[config.mk]
export PLATFORM = sky130hd
export DESIGN_NAME = register_file
export DESIGN_NICKNAME = d
export VERILOG_FILES = /design/src/rtl/register_file_pkg.sv /design/src/rtl/register_file_decoder.sv /design/src/rtl/register_file.sv
export SDC_FILE = /design/constraint.sdc
export NUM_CORES = 2
export LEC_CHECK = 0
export ABC_CLOCK_PERIOD_IN_PS = 4000
export CAP_MARGIN = 20
export CORE_AREA = 2 2 327 329
export DETAILED_ROUTE_END_ITERATION = 8
export DIE_AREA = 0 0 329 331
export HOLD_SLACK_MARGIN = 0.08
export MAX_ROUTING_LAYER = met4
export PLACE_DENSITY = 0.71
export SLEW_MARGIN = 15
export SYNTH_ARGS = -nofsm -noshare
export SYNTH_HDL_FRONTEND = slang
export SYNTH_SLANG_ARGS = --single-unit
[constraint.sdc]
create_clock -name clk -period 4 [get_ports clk]
set_clock_uncertainty 0.05 [all_clocks]
set_input_delay 0.4 -clock clk [delete_from_list [all_inputs] [get_ports clk]]
set_output_delay 0.4 -clock clk [all_outputs]
set_load 0.03 [all_outputs]
[src/rtl/register_file_pkg.sv]
// register_file_pkg: shared sizes and clear-engine state encoding
package register_file_pkg;
  localparam int REG_COUNT = 32;
  localparam int ADDR_W = 5;
  typedef enum logic {S_IDLE, S_CLEARING} clr_state_t;
endpackage

[src/rtl/register_file_decoder.sv]
// decoder_5_to_32: one-hot write strobe from a 5-bit register index
module decoder_5_to_32
  import register_file_pkg::*;
(
  input  logic [ADDR_W-1:0]    addr,
  input  logic                 en,
  output logic [REG_COUNT-1:0] sel
);
  // one-hot strobe, all low when disabled
  always_comb sel = en ? REG_COUNT'(1) << addr : '0;
endmodule

[src/rtl/register_file.sv]
// register_file: 31xN storage with x0 tied to zero, two async read ports and a sequenced clear engine
module register_file
  import register_file_pkg::*;
#(
  parameter int N = 32
) (
  input  logic              clk,
  input  logic              rst,
  input  logic              wr_ena,
  input  logic [ADDR_W-1:0] wr_addr,
  input  logic [N-1:0]      wr_data,
  input  logic [ADDR_W-1:0] rd_addr0,
  output logic [N-1:0]      rd_data0,
  input  logic [ADDR_W-1:0] rd_addr1,
  output logic [N-1:0]      rd_data1,
  input  logic              clear,
  output logic              busy
);
  logic [N-1:0] regs [1:REG_COUNT-1];
  clr_state_t state;
  logic [ADDR_W-1:0] clr_idx;
  logic [REG_COUNT-1:0] wr_sel;
  logic unused_sel0;
  decoder_5_to_32 u_dec (
    .addr(wr_addr),
    .en  (wr_ena && state == S_IDLE),
    .sel (wr_sel)
  );
  assign unused_sel0 = wr_sel[0];
  assign busy = state == S_CLEARING;
  // clear sequencer: walks clr_idx from 1 to 31, then returns to idle
  always_ff @(posedge clk)
    if (rst) begin
      state <= S_IDLE;
      clr_idx <= '0;
    end else if (state == S_CLEARING) begin
      clr_idx <= clr_idx + 5'd1;
      if (clr_idx == ADDR_W'(REG_COUNT - 1)) state <= S_IDLE;
    end else if (clear) begin
      state <= S_CLEARING;
      clr_idx <= 5'd1;
    end
  // storage: reset and clear zeroing win over the write strobe
  always_ff @(posedge clk)
    for (int i = 1; i < REG_COUNT; i++)
      if (rst || (busy && clr_idx == ADDR_W'(i))) regs[i] <= '0;
      else if (wr_sel[i]) regs[i] <= wr_data;
  // read ports: x0 reads as zero, no forwarding from the write port
  always_comb begin
    rd_data0 = rd_addr0 == '0 ? '0 : regs[rd_addr0];
    rd_data1 = rd_addr1 == '0 ? '0 : regs[rd_addr1];
  end
endmodule

==> impl_metrics.py <==
metrics = {
    "clock_network": {
        "ctsResizeCount": 0,
        "numCtsBuffers": 107,
        "cts_sinks": 998,
        "clockRootBuffer": "clkbuf_16",
        "cts.path.max_buffers": 3,
        "cts_tree": "done",
        "holdBufCountCts": 0,
        "cts_setup_buffers": 0,
        "path_clk_slew_ns": 0.06,
        "cts_max_level": 3,
        "clk_latency_ns": 0.69,
    },
    "yosys": {
        "yosysWarnings": 0,
        "ys_ff_latch": 998,
        "synth_cells": 4069,
        "synth_nets": 4126,
        "synth_area_per_cell_um2": 13.4,
        "synthMuxAreaShare_pct": 20.0,
        "synthTopCellsByCount": "and2_1 (995), edfxtp_1 (992), mux2i_1 (408), clkbuf_1 (283), mux4_2 (216)",
        "synth_top_cell_by_area": "edfxtp_1",
        "async_flop_share_pct": 0,
        "synth-edff-count": 992,
        "yosysSeqAreaShare_pct": 54.9,
        "synth_top_area_share_pct": 54.7,
        "synth.most_common_cell": "and2_1",
        "synth_top_cells_by_area": "edfxtp_1 (55%), and2_1 (11%), mux4_2 (8.9%), mux2i_1 (7.5%), mux2_2 (3.6%)",
        "synth.distinct_cells": 46,
        "synth_compound_area_share_pct": 7.61,
        "syn-cell-area_um2": 54500,
        "yosys.area_share.simple_pct": 13.5,
        "synth_xor_area_share_pct": 0,
        "synth_fa_ha_area_share_pct": 0.138,
        "synth_top_family_by_area": "multiplexers",
        "ys.flop_type": "edfxtp_1",
    },
    "flow_run": {
        "maxCapViolCount": 0,
    },
    "sta": {
        "max_freq_mhz": 253,
        "min_period_ns": 3.95,
        "relSlewSlack_pct": 17.8,
        "final.setup.tns_ns": 0,
        "fin_crit_sh_pct": 98.7,
        "finalSetupViolations": 0,
        "hold_viol": 0,
        "worst_slew_pin_slew_ns": 1.23,
        "rsz0062_at_grt": "no",
        "final-max-slew-violation-count": 0,
    },
    "drt": {
        "viasPerCell": 6.95,
        "drtAntennaViolNets": 0,
        "wl_mm": 196,
        "drtIter0Drc": 6249,
        "avgRoutedWirePerCell_um": 35.1,
        "drt_pass1_iterations": 9,
        "num_vias": 38900,
        "drc": 0,
    },
    "worst_setup_path": {
        "critPathMaxFanout": 27,
        "worstPathArrival_ns": 3.50,
        "critPathRequiredTime_ns": 3.55,
        "slowest_stage": "a31oi_1",
        "crit_path_frequent_cell": "buf_4",
        "start_kind": "input pin",
        "crit_start": "rd_addr0[1]",
        "cp.buffers_inverters": 4,
        "critPathTopFamily": "compound AO/OA/AOI/OAI gates",
        "rr_startpoint": "busy",
        "setup.worst_path.class": "in -> out",
        "cpPeakStageDelay_ns": 0.82,
        "cp-end-kind": "primary output",
        "crit_path_cell_trace": "buf_4 > and2b_2 > buf_4 > a221oi_1 > a221oi_1 > a31oi_1 > buf_4 > buf_12",
    },
    "finish": {
        "drive_above_1_share_pct": 22.0,
        "num-nets-final": 4152,
        "fin_util_pct": 59.6,
        "syn2layout_area_growth_pct": 14.8,
        "fillerInstances": 7997,
    },
    "global_route": {
        "antenna_found_initial": 17,
        "grt-ovfl-total": 0,
        "grt_usage_pct": 36.9,
        "grt_pass1_vias": 37800,
        "grt_max_degree": 49,
        "grt_pass1_wl_mm": 274,
    },
    "floorplan": {
        "rows": 119,
        "core_um2": 105000,
        "die_width_um": 329,
        "die_y_um": 331,
        "start_util_pct": 51.9,
        "dieArea_um2": 109000,
        "pin_count": 116,
    },
    "pwr": {
        "p_per_area_nw_per_um2": 411,
        "p_leak_nw": 23.3,
        "ir_drop_v": 0.000327,
    },
    "outcome": {
        "status": "finished clean",
    },
    "place": {
        "numPortBuffers": 115,
        "gp_congestion": 0.965,
        "hpwlAfterDp_mm": 120,
    },
    "hold_path": {
        "min_from": "clear",
        "min_path_type": "in -> reg",
    },
}
routing by layer:
layer,part of all wire (%),track usage [%],vias up
met5,0,-,-
met4,5.4,18.7,0
met3,14,10.1,675
met2,44,53.0,3246
met1,37,48.3,19400
li1,-,-,15500
cell families (layout without fill, tap and decap cells):
logic type | after synthesis | after routing
simple gates | 1239 | 1239
flops | 998 | 998
mux | 798 | 798
compound gates | 595 | 595
buf+inv | 433 | 548
fa+ha+maj | 6 | 6
other cells | 0 | 20
final cells by class:
cell class / count / area [um2] / area share (%)
inverter: 5 / 18.8 / 0.0300
clock buffer: 134 / 2840 / 4.54
tap: 1391 / 1740 / 2.78
timing repair buffer: 345 / 4120 / 6.59
antenna: 20 / 50.0 / 0.0800
sequential: 998 / 29900 / 47.8
multi-input combinational: 2638 / 23300 / 37.2
clock inverter: 64 / 609 / 0.974
layout by cell type, fill, tap and decap left out, types with 18 or more instances in the layout:
cell	count
nand2_1	36
and2_1	995
a22oi_1	24
clkbuf_16	110
mux2i_1	408
a221oi_1	75
o221ai_4	19
o22ai_1	76
a21oi_1	117
o221ai_1	20
edfxtp_1	992
buf_12	107
nor2b_1	20
nor2_4	26
clkbuf_1	24
buf_4	184
o211ai_1	32
a211oi_1	42
nor2_1	72
clkinv_1	26
mux4_2	216
clkdlybuf4s50_1	43
o21ai_1	32
nor3_1	45
diode_2	20
o21ai_0	34
mux2_2	173
a22o_1	85
clkinv_2	18
worst reg2reg max path, cell delays in order (launching register included):
cell	delay, ns
dfxtp_1	0.58
nor2_1	0.31
nand3_1	0.49
o221ai_4	0.99
buf_12	0.30
path summary, 6_finish.rpt:
path | endpoint | slack (ns) | cells past startpoint
max | rd_data0[11] | 0.05 | 8
min | busy | 0.47 | 3
min reg2reg | clr_idx[0] | 0.55 | 1
max reg2reg | regs[19][20] | 0.91 | 4
flip-flops by register name, summed over array words and instances (netlist names):
signal / cells
regs: 992
clr_idx: 5
busy: 1
report_power, final:
group          internal (mW)  total, mW  leakage [nW]  switching (mW)
clock                   5.72       9.97          1.68            4.25
sequential              11.9       12.1          10.3           0.215
combinational           1.42       3.63          11.3            2.21
total                   19.0       25.7          23.3            6.67
per-stage QoR:
stage,hold WS [ns],total power [mW],std cells,cell area [um2],setup slack (ns)
after global placement,0.526,15.8,5372,59000,0.220
after detailed placement,0.538,15.8,5374,59000,0.240
after floorplan,0.489,14.2,4069,54500,0.119
final,0.470,25.7,5595,62600,0.0508
after global routing,0.505,26.2,5585,62500,0.00659
after CTS,0.457,25.6,5572,62500,0.227
Note: power is estimated with default switching activity, not from simulation.
